## src/rtl/penalty_round_ctl.sv

```systemverilog
// Penalty shootout match sequencer: alternates kicks, times aiming, resolves goal/save, scores, ends match.
// Latency: click edge acts one cycle after the button rises; RESOLVE is one cycle; SHOW holds SHOW_CYCLES.
// Backpressure: none; clicks outside IDLE/AIM/OVER are dropped, not queued.
module penalty_round_ctl #(
    parameter int N_ROUNDS    = 5,
    parameter int AIM_CYCLES  = 65_000_000,
    parameter int SHOW_CYCLES = 97_500_000,
    parameter int SAVE_RADIUS = 64
) (
    input  logic        clk,
    input  logic        rst,
    input  logic        left_clicked,
    input  logic [11:0] ball_x,
    input  logic [11:0] keeper_x,
    output logic [2:0]  phase,
    output logic        player_shooting,
    output logic [3:0]  kick_idx,
    output logic [3:0]  score_player,
    output logic [3:0]  score_cpu,
    output logic        last_goal,
    output logic        sudden_death,
    output logic        match_over,
    output logic [1:0]  winner
);

    localparam int TMAX = (AIM_CYCLES > SHOW_CYCLES) ? AIM_CYCLES : SHOW_CYCLES;
    localparam int TW   = $clog2(TMAX + 1);
    localparam logic [TW-1:0] AIM_LAST  = TW'(AIM_CYCLES - 1);
    localparam logic [TW-1:0] SHOW_LAST = TW'(SHOW_CYCLES - 1);
    localparam logic [4:0]    NR        = 5'(N_ROUNDS);
    localparam logic [11:0]   RADIUS    = 12'(SAVE_RADIUS);

    typedef enum logic [2:0] {
        S_IDLE    = 3'd0,
        S_AIM     = 3'd1,
        S_RESOLVE = 3'd2,
        S_SHOW    = 3'd3,
        S_OVER    = 3'd4
    } state_t;

    state_t        state;
    state_t        state_nxt;
    logic          left_q;
    logic          click_q;
    logic [TW-1:0] timer;
    logic [11:0]   shot_x;
    logic [11:0]   keep_x;
    logic          timed_out;
    logic [3:0]    kicks_p;
    logic [3:0]    kicks_c;

    logic          start_match;
    logic          aim_take;
    logic          aim_timeout;
    logic          resolve;
    logic          show_done;

    logic [11:0]   abs_diff;
    logic          kick_goal;
    logic [4:0]    rem_p;
    logic [4:0]    rem_c;
    logic          in_regulation;
    logic          match_end;
    logic          enter_sd;

    // Registered rising-edge detect: a held button yields a single one-cycle event.
    always_ff @(posedge clk or negedge rst) begin
        if (!rst) begin
            left_q  <= 1'b0;
            click_q <= 1'b0;
        end else begin
            left_q  <= left_clicked;
            click_q <= left_clicked & ~left_q;
        end
    end

    always_ff @(posedge clk or negedge rst) begin
        if (!rst) begin
            state <= S_IDLE;
        end else begin
            state <= state_nxt;
        end
    end

    always_comb begin
        state_nxt   = state;
        start_match = 1'b0;
        aim_take    = 1'b0;
        aim_timeout = 1'b0;
        resolve     = 1'b0;
        show_done   = 1'b0;
        case (state)
            S_IDLE: begin
                if (click_q) begin
                    start_match = 1'b1;
                    state_nxt   = S_AIM;
                end
            end
            S_AIM: begin
                if (click_q) begin
                    aim_take  = 1'b1;
                    state_nxt = S_RESOLVE;
                end else if (timer == AIM_LAST) begin
                    aim_timeout = 1'b1;
                    state_nxt   = S_RESOLVE;
                end
            end
            S_RESOLVE: begin
                resolve   = 1'b1;
                state_nxt = S_SHOW;
            end
            S_SHOW: begin
                if (timer == SHOW_LAST) begin
                    show_done = 1'b1;
                    state_nxt = match_end ? S_OVER : S_AIM;
                end
            end
            S_OVER: begin
                if (click_q) begin
                    state_nxt = S_IDLE;
                end
            end
            default: state_nxt = S_IDLE;
        endcase
    end

    // One timer serves both AIM and SHOW; it restarts on every state change.
    always_ff @(posedge clk or negedge rst) begin
        if (!rst) begin
            timer <= '0;
        end else if (state_nxt != state) begin
            timer <= '0;
        end else if (state == S_AIM || state == S_SHOW) begin
            timer <= timer + 1'b1;
        end else begin
            timer <= '0;
        end
    end

    always_ff @(posedge clk or negedge rst) begin
        if (!rst) begin
            shot_x    <= '0;
            keep_x    <= '0;
            timed_out <= 1'b0;
        end else if (aim_take) begin
            shot_x    <= ball_x;
            keep_x    <= keeper_x;
            timed_out <= 1'b0;
        end else if (aim_timeout) begin
            timed_out <= 1'b1;
        end
    end

    always_comb begin
        abs_diff  = (shot_x >= keep_x) ? (shot_x - keep_x) : (keep_x - shot_x);
        // An unused aiming window favours the keeper side when the player shoots, the CPU otherwise.
        kick_goal = timed_out ? ~player_shooting : (abs_diff >= RADIUS);
    end

    always_comb begin
        rem_p         = NR - {1'b0, kicks_p};
        rem_c         = NR - {1'b0, kicks_c};
        in_regulation = ({1'b0, kicks_p} <= NR) && ({1'b0, kicks_c} <= NR);
        match_end     = 1'b0;
        enter_sd      = 1'b0;
        if (in_regulation) begin
            match_end = ({1'b0, score_player} > ({1'b0, score_cpu} + rem_c)) ||
                        ({1'b0, score_cpu} > ({1'b0, score_player} + rem_p));
            enter_sd  = !match_end && ({1'b0, kicks_p} == NR) && ({1'b0, kicks_c} == NR);
        end else begin
            // Sudden death is only decided once both sides have kicked the same number of times.
            match_end = (kicks_p == kicks_c) && (score_player != score_cpu);
        end
    end

    always_ff @(posedge clk or negedge rst) begin
        if (!rst) begin
            player_shooting <= 1'b1;
            kicks_p         <= '0;
            kicks_c         <= '0;
            score_player    <= '0;
            score_cpu       <= '0;
            last_goal       <= 1'b0;
            sudden_death    <= 1'b0;
            winner          <= '0;
        end else begin
            if (start_match) begin
                player_shooting <= 1'b1;
                kicks_p         <= '0;
                kicks_c         <= '0;
                score_player    <= '0;
                score_cpu       <= '0;
                sudden_death    <= 1'b0;
                winner          <= '0;
            end
            if (resolve) begin
                last_goal <= kick_goal;
                if (player_shooting) begin
                    kicks_p <= (kicks_p == 4'hF) ? kicks_p : kicks_p + 4'd1;
                    if (kick_goal && score_player != 4'hF) begin
                        score_player <= score_player + 4'd1;
                    end
                end else begin
                    kicks_c <= (kicks_c == 4'hF) ? kicks_c : kicks_c + 4'd1;
                    if (kick_goal && score_cpu != 4'hF) begin
                        score_cpu <= score_cpu + 4'd1;
                    end
                end
            end
            if (show_done) begin
                if (match_end) begin
                    winner <= (score_player > score_cpu) ? 2'd1 : 2'd2;
                end else begin
                    player_shooting <= ~player_shooting;
                    if (enter_sd) begin
                        sudden_death <= 1'b1;
                    end
                end
            end
        end
    end

    assign phase      = state;
    assign match_over = (state == S_OVER);
    assign kick_idx   = player_shooting ? kicks_p : kicks_c;

endmodule
```

## config.mk

```make
export PLATFORM = sky130hd
export DESIGN_NAME = penalty_round_ctl
export DESIGN_NICKNAME = d
export VERILOG_FILES = /design/src/rtl/penalty_round_ctl.sv
export SDC_FILE = /design/constraint.sdc
export NUM_CORES = 1
export LEC_CHECK = 0
export ABC_AREA = 0
export ABC_CLOCK_PERIOD_IN_PS = 4950
export CORE_MARGIN = 5
export CORE_UTILIZATION = 45
export CTS_CLUSTER_SIZE = 30
export DETAILED_ROUTE_END_ITERATION = 6
export PLACE_DENSITY_LB_ADDON = 0.15
export SLEW_MARGIN = 0
export SYNTH_ARGS = -nofsm -noshare
export SYNTH_HDL_FRONTEND = slang
export SYNTH_SLANG_ARGS = --single-unit
```

## constraint.sdc

```tcl
create_clock -name clk -period 4.95 [get_ports clk]
set_clock_uncertainty 0.05 [all_clocks]
set_input_delay 0.99 -clock clk [delete_from_list [all_inputs] [get_ports clk]]
set_output_delay 0.99 -clock clk [all_outputs]
set_load 0.01 [all_outputs]
```

# ---- Word-level counts from Yosys, hierarchy flattened
# Cells that the tools add are included.
# W data, S select, Z words.
dict set report word_totals {
  reg_bits 78
  in_bits 27
  word_cells 116
}
dict set report classes {
  n_addsub 11
  order_cmp 7
  n_eq_ne 17
  mux 52
  bitwise_logic 3
  reduce_logical 11
}
# operator count
set op_table {}
lappend op_table {{$mux W4} 17}
lappend op_table {{$mux W27} 2}
lappend op_table {{$add A27 B1 Y27 const B} 1}
lappend op_table {{$eq A27 B26 Y1 const B} 1}
lappend op_table {{$eq A27 B27 Y1 const B} 1}
lappend op_table {{$sub A12 B12 Y12} 2}
lappend op_table {{$mux W1} 21}
lappend op_table {{$mux W3} 6}
lappend op_table {{$add A4 B1 Y4 const B} 4}
lappend op_table {{$pmux W3 S5} 1}
lappend op_table {{$ge A12 B12 Y1} 1}
lappend op_table {{$ge A12 B7 Y1 const B} 1}
lappend op_table {{$mux W12} 1}
lappend op_table {{$add A4 B5 Y5} 2}
lappend op_table {{$gt A4 B5 Y1} 2}
lappend op_table {{$sub A3 B4 Y5 const A} 2}
lappend op_table {{$eq A4 B3 Y1 const B} 2}
lappend op_table {{$eq A4 B4 Y1 const B} 2}
lappend op_table {{$le A4 B3 Y1 const B} 2}
lappend op_table {{$mux W2} 4}
lappend op_table {{$ne A4 B4 Y1 const B} 2}
lappend op_table {{$eq A3 B2 Y1 const B} 2}
lappend op_table {{$logic_and A1 B1 Y1} 6}
lappend op_table {{$ne A3 B3 Y1 const B} 2}
lappend op_table {{other kinds (12)} 14}

# ---- Logic depth before layout (Yosys ltp)
# Gate-level depths: netlist of the first run.
dict set report depth {
  depth_word 11
  depth_mapped 16
  mapped_depth_nobuf 16
}

# ---- Worst setup path after synthesis of the first run
# No wires, ideal clock.
dict set report synth_timing {
  path_type {register -> register}
  startpoint {register shot_x[6]}
  endpoint {register score_cpu[1]}
  setup_ps 128
  arrival_ps 3210
  t_required_ps 4772
  slack_ps 1563
  stages_incl_launch_ff 14
  path_cell_list {dfrtp_1 -> inv_1 -> ha_1 -> buf_2 -> and4_4 -> and3_1 -> o22a_1 -> nor3_4 -> mux2i_1 -> xnor2_1 -> nand3_1 -> nor4b_4 -> nand3b_1 -> mux2_1}
}
dict set report synth_via {
  elab_chain_cells 8
  elab_cells_between_ends 10
  classes_between {add/sub (2); order compare (2); mux (5); reduce/logical (1)}
}
# element line
set synth_rtl {}
lappend synth_rtl {{start: declaration} 46} ;# logic [11:0] shot_x;
lappend synth_rtl {{start signal: assignment} 146} ;# shot_x <= ball_x;
lappend synth_rtl {{$sub A12 B12 Y12 / $ge A12 B12 Y1 (equally long branches)} 155} ;# abs_diff = (shot_x >= keep_x) ? (shot_x - keep_x) : (keep_x - shot_x);
lappend synth_rtl {{$mux W12 *} 155}
lappend synth_rtl {{$ge A12 B7 Y1 *} 157} ;# kick_goal = timed_out ? ~player_shooting : (abs_diff >= RADIUS);
lappend synth_rtl {{$mux W1 *} 157}
lappend synth_rtl {{$logic_and A1 B1 Y1 *} 205} ;# if (kick_goal && score_cpu != 4'hF) begin
lappend synth_rtl {{$mux W4 *} 205}
lappend synth_rtl {{$mux W4 *} 198} ;# if (player_shooting) begin
lappend synth_rtl {{$mux W4 *} 196} ;# if (resolve) begin
lappend synth_rtl {{end signal: assignment} 206} ;# score_cpu <= score_cpu + 4'd1;
lappend synth_rtl {{end: declaration} 19} ;# output logic [3:0] score_cpu,
# Mark *: on every way between the ends. The rest lies on a longest branch, timed or not.
# A chain may end at the register's enable or synchronous reset.

# ---- Final worst setup path of the first run
dict set report layout_timing {
  startpoint {register shot_x[9]}
  endpoint {register score_cpu[1]}
}
# Same word-level chain as after synthesis.

==> metrics.txt, run 1 <==
Power Dens Cells 614 nW/um2; Synth async-reset ratio 100%; post-route ant nets 0; CTS tree done; static leakage 2.89 nW; first-pass GRT wire length 19.8 mm; P&R area growth vs syn 18.2%; Worst Path Max Fanout 10; WHS Path Cells 1; CP cell instances inv_1 -> ha_1 -> and3_1 -> and3_1 -> o22a_1 -> nor3_4 -> mux2i_1 -> xnor2_1 -> nand3_1 -> nor4b_4 -> nand3b_1 -> mux2_1; initial antenna violation count 0; aggregate negative setup slack 0 ns; CTS clk-pin slew, worst paths 0.06 ns; CP Capture Type flop; I/O pins 48; RSZ-0062 raised after global routing false; All-Layer GR Usage 16.8%; largest net degree at the start of global routing 79; Final Util 54.4%; width of the die 118 um; Core ar. 11400 um2; Crit Path Class reg2reg; Cells after Synth 591; WP buf/inv 1; Simple-Gate Fraction of Synth Area 19.8%; minimum clock period 3.72 ns; net count after synthesis 682; Via-to-Cell Ratio 5.34; ANT cells 0; Layout Cells excl Fill 781; number of nets in the layout 724; DP Area 5860 um2; Final Hold Viols 0; final worst path period share 75.2%; gp weighted congestion 0.903; via count 4171; Unique masters post-synth 59; post-CTS sizing 0; dominant synthesized flop cell dfrtp_1; clk_lat worst skew 0.33 ns; Peak supply drop 0.000326 V; syn_area_per_cell 8.90 um2; class of the worst hold path reg2reg; WP depth 12; Initial Util 46.1%; Iteration-0 DRC Markers 168; f_max 269 MHz; Synth Area in Adders 15.8%; reg2reg path depth 12; Die H 118 um; Finished Cell Area 6220 um2; HPWL Detailed 8.39 mm; commonest non-fill, non-tap cell in the layout dfrtp_1; total CTS buffers 9; Max clock buf depth 2; status completed; Worst-Margin Slew 0.978 ns; Avg WL per Cell 14.5 um; row count 39; synthesis warning total 0; DRC Markers 0; normalized max-slew margin 34.8%; Crit path max-delay family simple AND/OR/NAND/NOR gates; CP peak stage delay 0.57 ns; PortBufs 47; share of cells above drive strength 1 4.55%; global route overflow 0; clock root buffer clkbuf_16; Final Max Tran Viols 0; Hold Buf Count CTS 0; CP required 5.11 ns; main combinational cell family by area after synthesis simple AND/OR/NAND/NOR gates; DRT Wirelength 11.3 mm; clock sinks 78; H-tree lvl count 3; placed insts 765; Synth Area in Compound Gates 12.6%; EDFF count, synth 0; Synth Cell Area 5260 um2; CP dominant cell by count and3_1; most frequent cells in the layout dfrtp_1, nand2_1, ha_1; Synth Area in XOR/XNOR 6.49%; startpoint types flop; post-CTS setup buffer count 0; vias in the first global route 4239; die area 14000 um2; final setup vio count 0; crit path max-delay cell type nor4b_4; reg2reg setup slack 1.23 ns; Seq/Total Area, Yosys 37.1%; post-synthesis mux area share 2.78%; MaxCap Viol Count 0; register bit total from synthesis 78; TritonRoute pass-1 iters 4; Critical Path AT 3.88 ns
[synthesized netlist by cell type, drive strengths merged (2+ instances only)]
| cell | instances | area share [%] |
|---|---|---|
| and2 | 2 | 0.24 |
| nor4b | 5 | 1.1 |
| xnor2 | 20 | 3.3 |
| o211ai | 3 | 0.43 |
| nor2 | 57 | 4.1 |
| ha | 60 | 14 |
| a41oi | 2 | 0.33 |
| o31ai | 3 | 0.43 |
| inv | 57 | 4.1 |
| nand2 | 68 | 4.9 |
| xor2 | 19 | 3.2 |
| buf | 4 | 0.33 |
| o211a | 2 | 0.38 |
| nor3 | 7 | 0.98 |
| a32o | 3 | 0.57 |
| a21oi | 27 | 2.6 |
| nand4 | 10 | 1.2 |
| mux2i | 9 | 1.7 |
| nand2b | 7 | 0.83 |
| and3 | 7 | 0.83 |
| a21o | 5 | 0.71 |
| clkbuf | 14 | 1.0 |
| a31oi | 5 | 0.59 |
| or3 | 4 | 0.48 |
| nor2b | 9 | 1.1 |
| dfrtp | 77 | 37 |
| o21ai | 43 | 4.1 |
| o22ai | 2 | 0.24 |
| mux2 | 5 | 1.1 |
| fa | 4 | 1.5 |
| a221oi | 2 | 0.33 |
| a211o | 2 | 0.33 |
| nand3 | 26 | 2.5 |
[where the power goes]
group	leakage [nW]	internal [W]	switching, W
Sequential	1.00	0.000805	0.000194
Combinational	1.72	0.000902	0.00114
Clock	0.168	0.000520	0.000252
Total	2.89	0.00223	0.00159
[registers in the layout (all words and copies together) (netlist names)]
register / flops
phase: 3
timed_out: 1
score_cpu: 4
left_q: 1
last_goal: 1
keep_x: 12
timer: 27
click_q: 1
player_shooting: 1
winner: 2
shot_x: 12
kicks_p: 4
score_player: 4
kicks_c: 4
sudden_death: 1
[routing by layer]
layer	vias up	global-route usage (%)	share of wire, %
li1	2102	-	-
met1	1989	22.8	47
met2	69	27.2	47
met3	11	3.20	4.0
met4	0	5.38	1.3
met5	-	0	0
[worst reg2reg max path, cell delays in order (launching register included)]
cell and delay [ns]:
dfrtp_1 0.35, inv_1 0.06, ha_1 0.38, and3_1 0.23, and3_1 0.18, o22a_1 0.24, nor3_4 0.37, mux2i_1 0.33
xnor2_1 0.15, nand3_1 0.14, nor4b_4 0.57, nand3b_1 0.23, mux2_1 0.34
[cells by family after synthesis]
logic type,Yosys count
xor gates and xnor gates,39
buffers and inverters,75
AOI/OAI and AO/OA,109
and+or+nand+nor,212
muxes,14
adders and majority gates,64
DFF,78
[final timing paths]
| kind | endpoint | from |
|---|---|---|
| max reg2reg | score_cpu[1]$_DFF_PN0_ | shot_x[9]$_DFFE_PN0P_ |
| max | score_cpu[1]$_DFF_PN0_ | shot_x[9]$_DFFE_PN0P_ |
| min reg2reg | click_q$_DFF_PN0_ | left_q$_DFF_PN0_ |
| min in group asynchronous | timer[9]$_DFF_PN0_ | rst |
| min | click_q$_DFF_PN0_ | left_q$_DFF_PN0_ |
| max in group asynchronous | score_player[2]$_DFF_PN0_ | rst |
[final cells by class]
cell class / count / area, um2
Sequential cell: 78 / 1950
Timing Repair Buffer: 49 / 483
Clock buffer: 11 / 253
Inverter: 57 / 214
Multi-Input combinational cell: 438 / 3030
Tap cell: 143 / 179
Fill cell: 1029 / 5200
Clock inverter: 5 / 105
[stage by stage]
step / hold slack (ns) / total power (W) / setup WS [ns]
global route: 0.365 / 0.00419 / 0.979
floorplan: 0.328 / 0.00252 / 1.56
global placement: 0.332 / 0.00300 / 1.36
CTS: 0.341 / 0.00386 / 1.26
detailed placement: 0.335 / 0.00305 / 1.28
finish: 0.342 / 0.00382 / 1.23
No activity file was read; power rests on OpenSTA's default activity.
==> run 2: changes to the inputs <==
ABC_CLOCK_PERIOD_IN_PS = 3000   (was 4950)
clock period = 3 ns   (was 4.95 ns; I/O delays follow)
==> run 2 against run 1 <==
  * The run now ends with setup timing left
  * Combinational power increased to 2.6 times the previous value
  * Routed wire length increased by 14%
  * Via count rose by 8.5%
  * Utilization increased by 8.5 points
  * Critical path depth increased by 3
  * Clock power is 61% higher
  * Cell count is 11% higher
  * Non-clock buffer count increased by 87
  * Sequential power rose by 57%
  * Clock-buffer cell count is the same
==> metrics.txt, run 2 (synthesis gave the netlist of run 1 again) <==
CP peak stage delay 0.39 ns (-0.18 ns); P&R area growth vs syn 36.5%; Finished Cell Area 7180 um2 (+16%); Max clock buf depth 2 (unchanged); Power Dens Cells 1120 nW/um2 (+83%); final setup vio count 9 (+9); gp weighted congestion 0.827 (-8.4%); f_max 296 MHz (+10%); WHS 0.212 ns (-0.130 ns); vias in the first global route 4539 (+7.1%); Worst Path Max Fanout 4 (-6); final worst path period share 113% (+37 points); RSZ-0062 raised after global routing true; MaxCap Viol Count 0 (unchanged); dpl ws -0.296 ns (-1.58 ns); Crit path max-delay family simple AND/OR/NAND/NOR gates; class of the worst hold path in2async; Final Max Tran Viols 0 (unchanged); CTS clk-pin slew, worst paths 0.06 ns (about the same); first-pass GRT wire length 21.5 mm (+8.3%); Iteration-0 DRC Markers 222 (+32%); failing checks setup timing; multi-input logic area 3330 um2 (+10%); width of the die 118 um (unchanged); row count 39 (unchanged); max reg flops 27 (unchanged); startpoint types flop; H-tree lvl count 3 (unchanged); normalized max-slew margin 43.5% (+8.7 points); CP required 3.16 ns (-1.95 ns); share of cells above drive strength 1 22.9% (+18 points); crit path max-delay cell type dfrtp_1; TritonRoute pass-1 iters 4 (unchanged); minimum clock period 3.38 ns (-0.343 ns); All-Layer GR Usage 18.4% (+1.6 points); Final Hold Viols 0 (unchanged); die area 14000 um2 (unchanged); Worst-Margin Slew 0.841 ns (-0.136 ns); Die H 118 um (unchanged); clock sinks 78 (unchanged); Layout Cells excl Fill 868 (+11%); Peak supply drop 0.000708 V (+120%); DRT Wirelength 12.9 mm (+14%); most frequent cells in the layout buf_4, dfrtp_1, nand2_1; via count 4524 (+8.5%); I/O pins 48 (unchanged); ANT cells 0 (unchanged); global route overflow 0 (unchanged); clk_lat worst skew 0.33 ns (about the same); Largest Register timer; reg2reg setup slack -0.38 ns (-1.61 ns); initial antenna violation count 0 (unchanged); HPWL Detailed 9.47 mm (+13%); PortBufs 47 (unchanged); status finished with violations; static leakage 3.33 nW (+15%); Setup WS post-layout -0.377 ns (-1.61 ns); CP Capture Type flop; Avg WL per Cell 14.9 um (+3.0%); total CTS buffers 9 (unchanged); RR Endpoint score_cpu[1]$_DFF_PN0_; CTS tree done; DP Area 6420 um2 (+9.5%); Crit Path Class reg2reg; CP cell instances inv_2 -> ha_4 -> and4_4 -> and3_4 -> o22a_1 -> nor3_4 -> buf_6 -> mux2i_1 -> xor2_1 -> nand3_2 -> nor4b_4 -> buf_4 -> buf_6 -> nand3b_1 -> mux2_4; number of nets in the layout 811 (+12%); reg2reg path depth 15 (+3); Critical Path AT 3.54 ns (-0.34 ns); number of fill cells in the layout 941 (-8.6%); post-route ant nets 0 (unchanged); Hold Buf Count CTS 0 (unchanged); largest net degree at the start of global routing 50 (-37%); leading registers by flop count timer (27), keep_x (12), shot_x (12); commonest non-fill, non-tap cell in the layout buf_4; Initial Util 46.1% (unchanged); placed insts 837 (+9.4%); Register Area 1950 um2 (unchanged); Via-to-Cell Ratio 5.21 (-2.4%); Core ar. 11400 um2 (unchanged); DRC Markers 0 (unchanged); clock root buffer clkbuf_16; reg2reg start shot_x[5]$_DFFE_PN0P_; CP dominant cell by count buf_6; WP depth 15 (+3); WP buf/inv 4 (+3)
[run 2: cell count changes in the layout (fill, tap and decap cells not counted), sizes merged]
cell      change
clkinvlp      -2
clkinv        +2
buf          +87
[run 2: cell type report]
class	instances	area share, %
flip-flops and latches	78	27.2
clock inverters	5	1.50
repair buffers	136	16.2
well taps	143	2.49
clock buffers	11	3.24
multi-input cells	438	46.4
inverters	57	2.98
[run 2: worst max path at each step]
stage / from / end / slack, ns
floorplan: keep_x[6]$_DFFE_PN0P_ / score_cpu[1]$_DFF_PN0_ / -0.37
global placement: shot_x[8]$_DFFE_PN0P_ / score_cpu[1]$_DFF_PN0_ / -0.22
detailed placement: shot_x[8]$_DFFE_PN0P_ / score_cpu[1]$_DFF_PN0_ / -0.30
CTS: shot_x[4]$_DFFE_PN0P_ / score_cpu[1]$_DFF_PN0_ / -0.27
global route: shot_x[5]$_DFFE_PN0P_ / score_cpu[1]$_DFF_PN0_ / -0.55
finish: shot_x[5]$_DFFE_PN0P_ / score_cpu[1]$_DFF_PN0_ / -0.38
[run 2: timing repair]
item / CTS / global route
endpoints found under the setup margin: 15 / 15
buffers inserted: 9 / 7
endpoints found under the hold margin: 0 / 0
pin swaps: 18 / 27
gates cloned: 0 / 0
resized for setup: 34 / 33
[run 2: worst register-to-register path, cell delays in order, from the launching register on]
cell	delay (ns)
dfrtp_1	0.39
inv_2	0.09
ha_4	0.20
and4_4	0.19
and3_4	0.16
o22a_1	0.25
nor3_4	0.30
buf_6	0.15
mux2i_1	0.20
xor2_1	0.19
nand3_2	0.11
nor4b_4	0.27
buf_4	0.18
buf_6	0.09
nand3b_1	0.13
mux2_4	0.31
[run 2: routing by layer]
metal	global-route usage, %	part of all wire (%)	vias to the layer above
met5	0	0	-
met4	6.52	1.6	0
met3	3.06	3.4	13
met2	31.3	50	87
met1	23.8	45	2143
li1	-	-	2281
[run 2: power breakdown]
group	switching [W]	leakage, nW	internal [W]
Clock	0.000428	0.164	0.000817
Combinational	0.00256	2.16	0.00270
Sequential	0.000239	1.00	0.00133
Total	0.00323	3.33	0.00485
[run 2: metrics by stage]
step / total power [W] / setup TNS, ns / util (%)
CTS: 0.00767 / -1.72 / 61.2
detailed placement: 0.00590 / -2.75 / 56.2
global route: 0.00876 / -4.52 / 62.9
finish: 0.00808 / -2.49 / 62.9
floorplan: 0.00424 / -1.75 / -
global placement: 0.00575 / -1.59 / 56.2
